[src/rtl/shufflenet_pkg.sv]
// Shared types and constants for the ShuffleNet memory controller:
// FSM states, bus widths, default address widths and ping-pong direction.
package shufflenet_pkg;

  localparam int DATA_W       = 64;
  localparam int WGT_W        = 320;
  localparam int STAGE_W      = 6;
  localparam int ADDR_W_DEF   = 12;
  localparam int W_ADDR_W_DEF = 10;

  typedef enum logic [1:0] {
    ST_LOAD  = 2'd0,
    ST_START = 2'd1,
    ST_RUN   = 2'd2
  } state_t;

  typedef enum logic {
    RAM_A = 1'b0,
    RAM_B = 1'b1
  } ram_sel_t;

  // Even stages read A and write B; odd stages swap the roles.
  localparam ram_sel_t SRC_EVEN = RAM_A;
  localparam ram_sel_t SRC_ODD  = RAM_B;

  function automatic ram_sel_t src_of(input logic parity);
    return parity ? SRC_ODD : SRC_EVEN;
  endfunction

  function automatic ram_sel_t other_ram(input ram_sel_t s);
    return (s == RAM_A) ? RAM_B : RAM_A;
  endfunction

endpackage

[src/rtl/shufflenet_mem_ctrl_if.sv]
// Core-side and MFSC-side signals of the memory controller, bundled as one interface.
// An MFSC word transfers on a cycle with mfsc_valid && mfsc_ready; core requests are
// single-cycle strobes sampled every cycle, with no back-pressure toward the core.
interface shufflenet_mem_ctrl_if;
  import shufflenet_pkg::*;

  logic                mfsc_valid;
  logic [DATA_W-1:0]   mfsc_data;
  logic                mfsc_ready;
  logic                MFSC_Ready;
  logic [STAGE_W-1:0]  Stage;
  logic [STAGE_W-1:0]  next_Stage;
  logic                Input_Require_WP;
  logic                Kernel_Require;
  logic                Write_Require;
  logic                Result_Ready;
  logic [DATA_W-1:0]   out_bus;
  logic [DATA_W-1:0]   inA_bus;
  logic [DATA_W-1:0]   inB_bus;
  logic [WGT_W-1:0]    weight_bus;

  modport master (
    output mfsc_valid, mfsc_data, Stage, next_Stage, Input_Require_WP,
           Kernel_Require, Write_Require, Result_Ready, out_bus,
    input  mfsc_ready, MFSC_Ready, inA_bus, inB_bus, weight_bus
  );

  modport slave (
    input  mfsc_valid, mfsc_data, Stage, next_Stage, Input_Require_WP,
           Kernel_Require, Write_Require, Result_Ready, out_bus,
    output mfsc_ready, MFSC_Ready, inA_bus, inB_bus, weight_bus
  );

endinterface

[src/rtl/pingpong_addr_gen.sv]
// Read/write address counters for the ping-pong feature RAMs: per-stage restart,
// stage-parity direction select and the one-cycle write latch.
module pingpong_addr_gen
  import shufflenet_pkg::*;
#(
  parameter int ADDR_W = ADDR_W_DEF
) (
  input  logic               clk,
  input  logic               rst,
  input  logic               en,
  input  logic               clr,
  input  logic               rd_req,
  input  logic               wr_req,
  input  logic [STAGE_W-1:0] stage,
  input  logic [STAGE_W-1:0] next_stage,
  output ram_sel_t           src,
  output logic [ADDR_W-1:0]  rd_addr,
  output logic               wr_pend,
  output ram_sel_t           wr_dst,
  output logic [ADDR_W-1:0]  wr_addr,
  output logic [ADDR_W-1:0]  rd_cnt,
  output logic [ADDR_W-1:0]  wr_cnt
);

  logic              stage_chg;
  logic [ADDR_W-1:0] eff_wr;

  assign stage_chg = (next_stage != stage);
  assign src       = src_of(next_stage[0]);
  assign rd_addr   = stage_chg ? '0 : rd_cnt;
  assign eff_wr    = stage_chg ? '0 : wr_cnt;

  // The write target is frozen at request time so a write that straddles a
  // stage boundary still lands in the old destination at the old address.
  always_ff @(posedge clk or posedge rst) begin
    if (rst) begin
      rd_cnt  <= '0;
      wr_cnt  <= '0;
      wr_pend <= 1'b0;
      wr_dst  <= RAM_A;
      wr_addr <= '0;
    end else if (clr) begin
      rd_cnt  <= '0;
      wr_cnt  <= '0;
      wr_pend <= 1'b0;
    end else begin
      wr_pend <= wr_req;
      if (en) begin
        rd_cnt <= rd_req ? rd_addr + ADDR_W'(1) : rd_addr;
        wr_cnt <= wr_req ? eff_wr + ADDR_W'(1) : eff_wr;
      end
      if (wr_req) begin
        wr_dst  <= other_ram(src);
        wr_addr <= eff_wr;
      end
    end
  end

endmodule

[src/rtl/shufflenet_mem_ctrl.sv]
// Memory-controller responder for the ShuffleNet core: loads an MFSC frame into
// RAM A, pulses the core start, then serves read/kernel/write requests.
module shufflenet_mem_ctrl
  import shufflenet_pkg::*;
#(
  parameter int ADDR_W      = ADDR_W_DEF,
  parameter int W_ADDR_W    = W_ADDR_W_DEF,
  parameter int FRAME_WORDS = 400
) (
  input  logic                CLK,
  input  logic                RST,
  shufflenet_mem_ctrl_if.slave core,
  output logic [ADDR_W-1:0]   ramA_waddr,
  output logic [ADDR_W-1:0]   ramA_raddr,
  output logic [ADDR_W-1:0]   ramB_waddr,
  output logic [ADDR_W-1:0]   ramB_raddr,
  output logic                ramA_we,
  output logic                ramB_we,
  output logic [DATA_W-1:0]   ramA_wdata,
  output logic [DATA_W-1:0]   ramB_wdata,
  input  logic [DATA_W-1:0]   ramA_rdata,
  input  logic [DATA_W-1:0]   ramB_rdata,
  output logic [W_ADDR_W-1:0] w_addr,
  input  logic [WGT_W-1:0]    w_rdata,
  output state_t              dbg_state,
  output logic [ADDR_W-1:0]   dbg_ld_cnt,
  output logic [ADDR_W-1:0]   dbg_rd_cnt,
  output logic [ADDR_W-1:0]   dbg_wr_cnt,
  output logic [W_ADDR_W-1:0] dbg_w_cnt
);

  localparam logic [ADDR_W-1:0] LAST_LD = ADDR_W'(FRAME_WORDS - 1);

  state_t                state_q, state_d;
  logic [ADDR_W-1:0]     ld_cnt;
  logic [W_ADDR_W-1:0]   w_cnt, w_addr_q;
  logic [ADDR_W-1:0]     raddr_a_q, raddr_b_q;
  logic                  ld_wr, serve, clr;
  logic                  rd_req, wr_req, k_req;
  logic                  rd_vld_q, k_vld_q;
  ram_sel_t              rd_sel_q;
  ram_sel_t              src, wr_dst;
  logic [ADDR_W-1:0]     rd_addr, wr_addr, rd_cnt, wr_cnt;
  logic                  wr_pend, pend_a, pend_b;

  always_comb begin
    state_d         = state_q;
    core.mfsc_ready = 1'b0;
    core.MFSC_Ready = 1'b0;
    ld_wr           = 1'b0;
    unique case (state_q)
      ST_LOAD: begin
        core.mfsc_ready = 1'b1;
        ld_wr           = core.mfsc_valid;
        if (ld_wr && (ld_cnt == LAST_LD)) state_d = ST_START;
      end
      ST_START: begin
        core.MFSC_Ready = 1'b1;
        state_d         = ST_RUN;
      end
      ST_RUN: begin
        if (core.Result_Ready) state_d = ST_LOAD;
      end
      default: state_d = ST_LOAD;
    endcase
  end

  // The completion cycle only clears counters; no request is served alongside it.
  assign serve  = (state_q == ST_RUN) && !core.Result_Ready;
  assign clr    = (state_q == ST_RUN) && core.Result_Ready;
  assign rd_req = serve && core.Input_Require_WP;
  assign wr_req = serve && core.Write_Require;
  assign k_req  = serve && core.Kernel_Require;

  pingpong_addr_gen #(.ADDR_W(ADDR_W)) u_addr_gen (
    .clk        (CLK),
    .rst        (RST),
    .en         (serve),
    .clr        (clr),
    .rd_req     (rd_req),
    .wr_req     (wr_req),
    .stage      (core.Stage),
    .next_stage (core.next_Stage),
    .src        (src),
    .rd_addr    (rd_addr),
    .wr_pend    (wr_pend),
    .wr_dst     (wr_dst),
    .wr_addr    (wr_addr),
    .rd_cnt     (rd_cnt),
    .wr_cnt     (wr_cnt)
  );

  always_ff @(posedge CLK or posedge RST) begin
    if (RST) begin
      state_q   <= ST_LOAD;
      ld_cnt    <= '0;
      w_cnt     <= '0;
      w_addr_q  <= '0;
      raddr_a_q <= '0;
      raddr_b_q <= '0;
      rd_vld_q  <= 1'b0;
      rd_sel_q  <= RAM_A;
      k_vld_q   <= 1'b0;
    end else begin
      state_q  <= state_d;
      rd_vld_q <= rd_req;
      k_vld_q  <= k_req;
      if (rd_req) begin
        rd_sel_q  <= src;
        raddr_b_q <= rd_addr;
        if (src == RAM_A) raddr_a_q <= rd_addr;
      end
      if (k_req) w_addr_q <= w_cnt;
      if (clr) begin
        ld_cnt <= '0;
        w_cnt  <= '0;
      end else begin
        if (ld_wr) ld_cnt <= ld_cnt + ADDR_W'(1);
        if (k_req) w_cnt <= w_cnt + W_ADDR_W'(1);
      end
    end
  end

  // Read addresses go out combinationally in the request cycle so the
  // synchronous RAMs return data exactly one cycle later.
  assign ramA_raddr = (rd_req && (src == RAM_A)) ? rd_addr : raddr_a_q;
  assign ramB_raddr = rd_req ? rd_addr : raddr_b_q;
  assign w_addr     = k_req ? w_cnt : w_addr_q;

  assign core.inA_bus    = !rd_vld_q ? '0 : ((rd_sel_q == RAM_B) ? ramB_rdata : ramA_rdata);
  assign core.inB_bus    = rd_vld_q ? ramB_rdata : '0;
  assign core.weight_bus = k_vld_q ? w_rdata : '0;

  assign pend_a     = wr_pend && (wr_dst == RAM_A);
  assign pend_b     = wr_pend && (wr_dst == RAM_B);
  assign ramA_we    = ld_wr || pend_a;
  assign ramA_waddr = ld_wr ? ld_cnt : wr_addr;
  assign ramA_wdata = ld_wr ? core.mfsc_data : (pend_a ? core.out_bus : '0);
  assign ramB_we    = pend_b;
  assign ramB_waddr = wr_addr;
  assign ramB_wdata = pend_b ? core.out_bus : '0;

  assign dbg_state  = state_q;
  assign dbg_ld_cnt = ld_cnt;
  assign dbg_rd_cnt = rd_cnt;
  assign dbg_wr_cnt = wr_cnt;
  assign dbg_w_cnt  = w_cnt;

endmodule

[src/flat_wrapper.sv]
// flat-port wrapper written by rule: the top's interface ports become plain ports
module shufflenet_mem_ctrl_flat import shufflenet_pkg::*;
#(
  parameter int ADDR_W      = ADDR_W_DEF,
  parameter int W_ADDR_W    = W_ADDR_W_DEF,
  parameter int FRAME_WORDS = 400
)
  (CLK, RST, ramA_waddr, ramA_raddr, ramB_waddr, ramB_raddr, ramA_we, ramB_we, ramA_wdata, ramB_wdata, ramA_rdata, ramB_rdata, w_addr, w_rdata, dbg_state, dbg_ld_cnt, dbg_rd_cnt, dbg_wr_cnt, dbg_w_cnt, core_mfsc_valid, core_mfsc_data, core_Stage, core_next_Stage, core_Input_Require_WP, core_Kernel_Require, core_Write_Require, core_Result_Ready, core_out_bus, core_mfsc_ready, core_MFSC_Ready, core_inA_bus, core_inB_bus, core_weight_bus);
  shufflenet_mem_ctrl_if core_i ();
  input  logic CLK;
  input  logic RST;
  output logic [ADDR_W-1:0] ramA_waddr;
  output logic [ADDR_W-1:0] ramA_raddr;
  output logic [ADDR_W-1:0] ramB_waddr;
  output logic [ADDR_W-1:0] ramB_raddr;
  output logic ramA_we;
  output logic ramB_we;
  output logic [DATA_W-1:0] ramA_wdata;
  output logic [DATA_W-1:0] ramB_wdata;
  input  logic [DATA_W-1:0] ramA_rdata;
  input  logic [DATA_W-1:0] ramB_rdata;
  output logic [W_ADDR_W-1:0] w_addr;
  input  logic [WGT_W-1:0] w_rdata;
  output state_t dbg_state;
  output logic [ADDR_W-1:0] dbg_ld_cnt;
  output logic [ADDR_W-1:0] dbg_rd_cnt;
  output logic [ADDR_W-1:0] dbg_wr_cnt;
  output logic [W_ADDR_W-1:0] dbg_w_cnt;
  input wire logic [$bits(core_i.mfsc_valid)-1:0] core_mfsc_valid;
  input wire logic [$bits(core_i.mfsc_data)-1:0] core_mfsc_data;
  input wire logic [$bits(core_i.Stage)-1:0] core_Stage;
  input wire logic [$bits(core_i.next_Stage)-1:0] core_next_Stage;
  input wire logic [$bits(core_i.Input_Require_WP)-1:0] core_Input_Require_WP;
  input wire logic [$bits(core_i.Kernel_Require)-1:0] core_Kernel_Require;
  input wire logic [$bits(core_i.Write_Require)-1:0] core_Write_Require;
  input wire logic [$bits(core_i.Result_Ready)-1:0] core_Result_Ready;
  input wire logic [$bits(core_i.out_bus)-1:0] core_out_bus;
  output wire logic [$bits(core_i.mfsc_ready)-1:0] core_mfsc_ready;
  output wire logic [$bits(core_i.MFSC_Ready)-1:0] core_MFSC_Ready;
  output wire logic [$bits(core_i.inA_bus)-1:0] core_inA_bus;
  output wire logic [$bits(core_i.inB_bus)-1:0] core_inB_bus;
  output wire logic [$bits(core_i.weight_bus)-1:0] core_weight_bus;
  assign core_i.mfsc_valid = core_mfsc_valid;
  assign core_i.mfsc_data = core_mfsc_data;
  assign core_i.Stage = core_Stage;
  assign core_i.next_Stage = core_next_Stage;
  assign core_i.Input_Require_WP = core_Input_Require_WP;
  assign core_i.Kernel_Require = core_Kernel_Require;
  assign core_i.Write_Require = core_Write_Require;
  assign core_i.Result_Ready = core_Result_Ready;
  assign core_i.out_bus = core_out_bus;
  assign core_mfsc_ready = core_i.mfsc_ready;
  assign core_MFSC_Ready = core_i.MFSC_Ready;
  assign core_inA_bus = core_i.inA_bus;
  assign core_inB_bus = core_i.inB_bus;
  assign core_weight_bus = core_i.weight_bus;
  shufflenet_mem_ctrl #(.ADDR_W(ADDR_W), .W_ADDR_W(W_ADDR_W), .FRAME_WORDS(FRAME_WORDS)) u_core (.CLK(CLK), .RST(RST), .core(core_i), .ramA_waddr(ramA_waddr), .ramA_raddr(ramA_raddr), .ramB_waddr(ramB_waddr), .ramB_raddr(ramB_raddr), .ramA_we(ramA_we), .ramB_we(ramB_we), .ramA_wdata(ramA_wdata), .ramB_wdata(ramB_wdata), .ramA_rdata(ramA_rdata), .ramB_rdata(ramB_rdata), .w_addr(w_addr), .w_rdata(w_rdata), .dbg_state(dbg_state), .dbg_ld_cnt(dbg_ld_cnt), .dbg_rd_cnt(dbg_rd_cnt), .dbg_wr_cnt(dbg_wr_cnt), .dbg_w_cnt(dbg_w_cnt));
endmodule
[config.mk]
export PLATFORM = sky130hd
export DESIGN_NAME = shufflenet_mem_ctrl_flat
export DESIGN_NICKNAME = d
export VERILOG_FILES = /design/src/rtl/shufflenet_pkg.sv /design/src/rtl/shufflenet_mem_ctrl_if.sv /design/src/rtl/pingpong_addr_gen.sv /design/src/rtl/shufflenet_mem_ctrl.sv /design/src/flat_wrapper.sv
export SDC_FILE = /design/constraint.sdc
export NUM_CORES = 1
export LEC_CHECK = 0
export ABC_AREA = 1
export CORE_AREA = 2 2 500 502
export DETAILED_ROUTE_END_ITERATION = 6
export DIE_AREA = 0 0 502 504
export GPL_TIMING_DRIVEN = 1
export PLACE_DENSITY_LB_ADDON = 0.1
export SYNTH_ARGS = -nofsm -noshare
export SYNTH_HDL_FRONTEND = slang
export SYNTH_HIERARCHICAL = 1
export SYNTH_SLANG_ARGS = --single-unit
[constraint.sdc]
create_clock -name CLK -period 2.3 [get_ports CLK]
set_input_delay 0.345 -clock CLK [delete_from_list [all_inputs] [get_ports CLK]]
set_output_delay 0.345 -clock CLK [all_outputs]
set_load 0.005 [all_outputs]
== Yosys cells after proc, flatten, opt, wreduce, memory -nomap -nowiden ==
Index checks and enable logic that the tools add are counted.

* Bits in registers: 99
* Output and inout port bits: 686
* Logic and storage cells: 77

* Add/sub/neg operators: 4
* Equality and inequality tests: 6
* Mux-type cells: 32
* Bitwise gates (word level): 3
* Reduce and logical (&&, ||, !) cells: 18

{| class="wikitable"
|+ Operator list
! operator !! number
|-
| 2-to-1 mux 64 bit || 6
|-
| 2-to-1 mux 320 bit || 1
|-
| 2-to-1 mux 12 bit || 13
|-
| adder 12 x 1 -> 12 bit (second input constant) || 3
|-
| 2-to-1 mux 10 bit || 3
|-
| == test 12 x 9 -> 1 bit (second input constant) || 1
|-
| adder 10 x 1 -> 10 bit (second input constant) || 1
|-
| logical AND 1 bit || 9
|-
| 2-to-1 mux 1 bit || 6
|-
| != test 6 bit || 1
|-
| one-hot mux 2 bit (3 select lines) || 1
|-
| AND reduction 2 bit || 3
|-
| nonzero test 2 bit || 3
|-
| 2-to-1 mux 2 bit || 2
|-
| NOT 1 bit || 3
|-
| == test 2 x 1 -> 1 bit (second input constant) || 1
|-
| == test 2 bit (second input constant) || 1
|-
| zero test 2 bit || 1
|-
| != test 2 x 1 -> 1 bit (second input constant) || 1
|-
| != test 2 bit (second input constant) || 1
|-
| zero test 1 bit || 1
|-
| logical OR 1 bit || 1
|}

== Longest topological paths before layout ==
* Word-level depth: 6
* Depth in mapped cells: 17
* Mapped depth without buffers: 16

== Modules after synthesis ==
The synthesis kept the hierarchy.

{| class="wikitable"
|+ Modules (own cells, without submodules)
! module !! times used !! cells each !! area an instance (µm²) !! seq. area each (µm²)
|-
| shufflenet_mem_ctrl || 1 || 1,673 || 8,186.6 || 1,526.5
|-
| pingpong_addr_gen || 1 || 337 || 2,447.3 || 950.9
|}

== Least setup slack after synthesis ==
OpenSTA, ideal clock, no wires.

* Path kind: input port to flip-flop
* From: in core_next_Stage[1]
* To: reg u_core.u_addr_gen.wr_cnt[10]
* Arrival time: 1.902 ns
* Setup slack: 0.281 ns
* Cell stages on the path: 17
* Buffers on the path: 1
* Path through: inv_1 -> nand2_1 -> nand2_2 -> nor2_4 -> nand3_4 -> buf_6 -> nor2_1 -> ha_1 -> nand2_1 -> inv_1 -> nand3_1 -> nor2_2 -> nand3_1 -> nand2_1 -> nand2_1 -> nand2_1 -> nand2_1

* Word-level cells in the longest chain between the ends: 6

{| class="wikitable"
|+ Ends and longest elaborated chain
! item !! RTL line !! RTL
|-
| start, declared || flat_wrapper.sv:32 || <nowiki>input wire logic [$bits(core_i.next_Stage)-1:0] core_next_Stage;</nowiki>
|-
| != test 6 bit || pingpong_addr_gen.sv:28 || <nowiki>assign stage_chg = (next_stage != stage);</nowiki>
|-
| 2-to-1 mux 12 bit || pingpong_addr_gen.sv:31 || <nowiki>assign eff_wr = stage_chg ? '0 : wr_cnt;</nowiki>
|-
| named net u_core.u_addr_gen.eff_wr[0] || pingpong_addr_gen.sv:26 || <nowiki>logic [ADDR_W-1:0] eff_wr;</nowiki>
|-
| adder 12 x 1 -> 12 bit || pingpong_addr_gen.sv:50 || <nowiki>wr_cnt <= wr_req ? eff_wr + ADDR_W'(1) : eff_wr;</nowiki>
|-
| 2-to-1 mux 12 bit || pingpong_addr_gen.sv:50 ||
|-
| 2-to-1 mux 12 bit || pingpong_addr_gen.sv:48 || <nowiki>if (en) begin</nowiki>
|-
| 2-to-1 mux 12 bit || pingpong_addr_gen.sv:42 || <nowiki>end else if (clr) begin</nowiki>
|-
| end signal, assigned || pingpong_addr_gen.sv:50 ||
|-
| end, declared || pingpong_addr_gen.sv:22 || <nowiki>output logic [ADDR_W-1:0] wr_cnt</nowiki>
|}

The timed path passes the listed nets, and every way through them passes these cells. The select of a mux whose other input is x is not followed.
A chain may end at the register's enable or synchronous reset.

== Final worst setup path ==
* From: reg u_core.state_q[0] (netlist: u_core/dbg_state[0])
* To: out ramA_raddr[2]

* Word-level cells in the longest chain between the ends: 5

{| class="wikitable"
|+ Ends and longest elaborated chain
! item !! RTL line !! RTL
|-
| start, declared || shufflenet_mem_ctrl.sv:34 || <nowiki>state_t state_q, state_d;</nowiki>
|-
| start signal, assigned || shufflenet_mem_ctrl.sv:105 || <nowiki>state_q <= state_d;</nowiki>
|-
| == test 2 bit || shufflenet_mem_ctrl.sv:69 || <nowiki>assign serve = (state_q == ST_RUN) && !core.Result_Ready;</nowiki>
|-
| logical AND 1 bit || shufflenet_mem_ctrl.sv:69 ||
|-
| named net u_core.serve || shufflenet_mem_ctrl.sv:38 || <nowiki>logic ld_wr, serve, clr;</nowiki>
|-
| logical AND 1 bit || shufflenet_mem_ctrl.sv:71 || <nowiki>assign rd_req = serve && core.Input_Require_WP;</nowiki>
|-
| logical AND 1 bit || shufflenet_mem_ctrl.sv:126 || <nowiki>assign ramA_raddr = (rd_req && (src == RAM_A)) ? rd_addr : raddr_a_q;</nowiki>
|-
| 2-to-1 mux 12 bit || shufflenet_mem_ctrl.sv:126 ||
|-
| end, declared || flat_wrapper.sv:13 || <nowiki>output logic [ADDR_W-1:0] ramA_raddr;</nowiki>
|}

The timed path passes the listed nets, and every way through them passes these cells.

==> reports/results.ini <==
[outcome]
outcome = finished with violations
violations = setup timing

[synth]
syn_area_mm2 = 0.0106
synthCells = 2010
muxShareOfSynthArea_pct = 0
ys_seq_elements = 99
synth_adder_area_share_pct = 0.471
synth-simple-area-share_pct = 39.1
synth_top_family_by_area = simple AND/OR/NAND/NOR gates
syn_nets = 2609
synth_compound_area_share_pct = 12.6
synth.yosys.seq_area_share_pct = 23.3
yosysWarnings = 6
postSynthAreaPerCell_um2 = 5.29
ys_types = 40
synthXorXnorAreaFrac_pct = 0.329

[placed_design]
placed_cells = 6722
place_area_mm2 = 0.0300
dp_hpwl_um = 140000
globalplace.congestion = 0.899
io_buffers = 1280

[pwr]
peakVddDrop_v = 0.000272
internal_power_mw = 4.60
switching_power_mw = 2.67
clock_power_share_pct = 27.0
comb_power_share_pct = 46.1
power.share.sequential_pct = 27.0
powerDensity_mw_per_mm2 = 205
total_power_mw = 7.28
swShare_pct = 36.7
p_leak_nw = 19.2

[floorplan]
core_mm2 = 0.248
floorplan.die_area_mm2 = 0.253
dieHeight_um = 504
top_level_ports = 1281
rows = 183
start_util_pct = 4.30
die_w_um = 502

[clock_tree]
clk_pin_slew_worst_paths_ps = 110
numClockSinks = 99
clock_latency_ps = 440
cts_tree = done
cts_max_level = 3
cts_buffers = 9
cts_root_buf = clkbuf_16
cts_buffer_depth = 2
cts_hold_buf = 0

[setup_path]
cp.arrival_ps = 2150
setup.worst_path.end_class = output port
reg2reg_to = u_core/u_addr_gen/wr_cnt[9]$_DFFE_PP0P_
r2r_setup_slack_ps = 80
rr_worst_depth = 17
start_kind = flip-flop
worstReg2RegStart = u_core/dbg_state[0]$_DFFE_PP0P_
worstSetupPathType = flip-flop to output port
cp_max_fo = 9
cp.required_ps = 1960

[flow_run]
cap_violations = 0

[sta]
fin_skew_ps = 17.7
max_slew_margin_pct = 61.7
setup_slack_ps = -195
timing.final.crit_share_pct = 108
max_clock_freq_mhz = 401
grt_setup_unrepaired = true
hold_viol = 0
setup_viol = 104
setup_tns_ps = -8520
drv_slew = 0
fin_crit_ps = 2500
worst_pin_slew_ps = 574
hold_slack_ps = 313

[route]
drt-total-wl_um = 166000
final_antenna_net_count = 0
avgViaCountPerCell = 2.68
vias = 18731
routedWlPerCell_um = 23.8
drt_iter0_drc = 805
drc = 0
drt-pass1-iter-count = 5

[finish]
nets = 4219
final_cell_area_mm2 = 0.0356
drive_gt1_share_pct = 38.3
syn_to_final_growth_pct = 234
finalNonFillerCells = 6978

[hold_path]
min_path_type = input port to asynchronous set/reset pin

[global_routing]
track_usage_pct = 12.4
grt_pass1_wl_um = 204000
grt_pass1_vias = 19169
antenna_found_initial = 62
overflow = 0
grt_start_max_net_pins = 39

==> critical path: stages, from the launching register on <==
cell and delay, ps:
dfrtp_2 450, inv_2 80, nand2_2 60, nor2_4 130, nand2_4 100, or2_4 300, buf_12 140, buf_12 150
o21ai_4 160, buf_6 130
==> worst max-delay path by stage <==
stage | from | endpoint | slack (ps)
after detailed placement | core_next_Stage[0] | ramB_raddr[9] | -840
after CTS | u_core/dbg_state[0]$_DFFE_PP0P_ | ramA_raddr[3] | -330
after global placement | core_next_Stage[1] | ramB_raddr[9] | -780
after floorplan | core_next_Stage[1] | u_core/u_addr_gen/wr_cnt[10]$_DFFE_PP0P_ | 280
final | u_core/dbg_state[0]$_DFFE_PP0P_ | ramA_raddr[2] | -200
after global routing | u_core/dbg_state[0]$_DFFE_PP0P_ | ramA_raddr[2] | -350
==> cell usage after synthesis, drive strengths merged <==
| library cell | number | share of area (%) |
|---|---|---|
| xnor2 | 2 | 0.16 |
| ha | 4 | 0.47 |
| nor3 | 8 | 0.42 |
| inv | 553 | 20 |
| or2 | 1 | 0.059 |
| clkbuf | 81 | 2.9 |
| xor2 | 2 | 0.16 |
| buf | 32 | 1.8 |
| o31ai | 64 | 4.5 |
| a21oi | 6 | 0.28 |
| nand3b | 3 | 0.21 |
| o21a | 2 | 0.14 |
| o22ai | 9 | 0.59 |
| nand4 | 16 | 1.0 |
| nand3 | 33 | 1.8 |
| o21bai | 1 | 0.071 |
| dfrtp | 99 | 23 |
| nor4 | 1 | 0.059 |
| nor2 | 277 | 11 |
| nor3b | 1 | 0.071 |
| nand2 | 677 | 25 |
| o21ai | 137 | 6.9 |
| o32ai | 1 | 0.082 |
==> power groups by stage <==
stage	clock network [mW]	logic, mW	registers [mW]
final	1.96	3.35	1.96
after global routing	2.15	3.58	1.98
after detailed placement	0	2.63	1.99
after floorplan	0	0.531	1.96
after CTS	2.13	3.20	1.97
after global placement	0	2.65	1.99
==> placed cells by master, fill, tap and decap left out, types with 15 or more instances in the layout <==
master,instances
o21ai_0,36
diode_2,23
clkbuf_2,55
buf_12,149
nand2_4,102
nand2_8,20
nor2_1,212
nand2_2,124
buf_6,142
inv_2,79
o21ai_4,33
clkdlybuf4s50_1,664
o31ai_2,36
o21ai_2,34
inv_1,424
buf_16,34
buf_2,148
nand3_1,28
nand4_1,15
dlymetal6s2s_1,68
dfrtp_1,92
nor2_2,27
buf_8,39
o21ai_1,34
clkbuf_16,23
nor2_4,37
buf_4,213
o31ai_1,16
inv_4,38
clkdlybuf4s15_1,53
nand2_1,432
dlygate4sd2_1,125
==> final cells by class <==
class / instances / area [um2]
clock inverters: 7 / 95.1
flip-flops and latches: 99 / 2490
well taps: 3330 / 4170
inverters: 553 / 2250
fillers: 28676 / 212000
clock buffers: 9 / 225
diodes: 23 / 57.6
repair buffers: 1711 / 18300
multi-input cells: 1246 / 7970
==> layer usage <==
layer  part of all wire [%]  vias to the layer above  track usage (%)
met1                     39                     8757             13.6
met2                     51                      762             22.5
met4                    1.9                       12             3.34
li1                       -                     9082                -
met3                    7.4                      118             3.85
met5                  0.048                        -                0
==> state kept, by name, indices dropped and copies added, names as in the netlist, 2 cells and up <==
register and cells:
u_core/dbg_ld_cnt 12, u_core/dbg_state 2, u_core/dbg_w_cnt 10, u_core/raddr_a_q 12, u_core/raddr_b_q 12, u_core/u_addr_gen/rd_cnt 12, u_core/u_addr_gen/wr_addr 12, u_core/u_addr_gen/wr_cnt 12
u_core/w_addr_q 10
==> per-stage QoR <==
| step | worst slack (ps) | util [%] |
|---|---|---|
| after floorplan | 281 | - |
| after global placement | -784 | 12.1 |
| after detailed placement | -835 | 12.1 |
| after CTS | -326 | 13.4 |
| after global routing | -353 | 14.4 |
| final | -195 | 14.4 |
==> timing repair <==
action,in CTS,in global routing
pin swaps,52,44
buffers inserted,142,71
resized for setup,1707,943
endpoints found under the setup margin,568,451
gates cloned,38,16
==> cell families (layout without fill, tap and decap cells) <==
kind of cell / Yosys count / in the layout
AO/OA/AOI/OAI: 220 / 220
AND/OR/NAND/NOR: 1017 / 1018
XOR/XNOR: 4 / 4
buffers and inverters: 666 / 2280
adder cells (fa/ha/maj): 4 / 4
other: 0 / 23
flip-flops: 99 / 99
No activity file was read; power rests on OpenSTA's default activity.
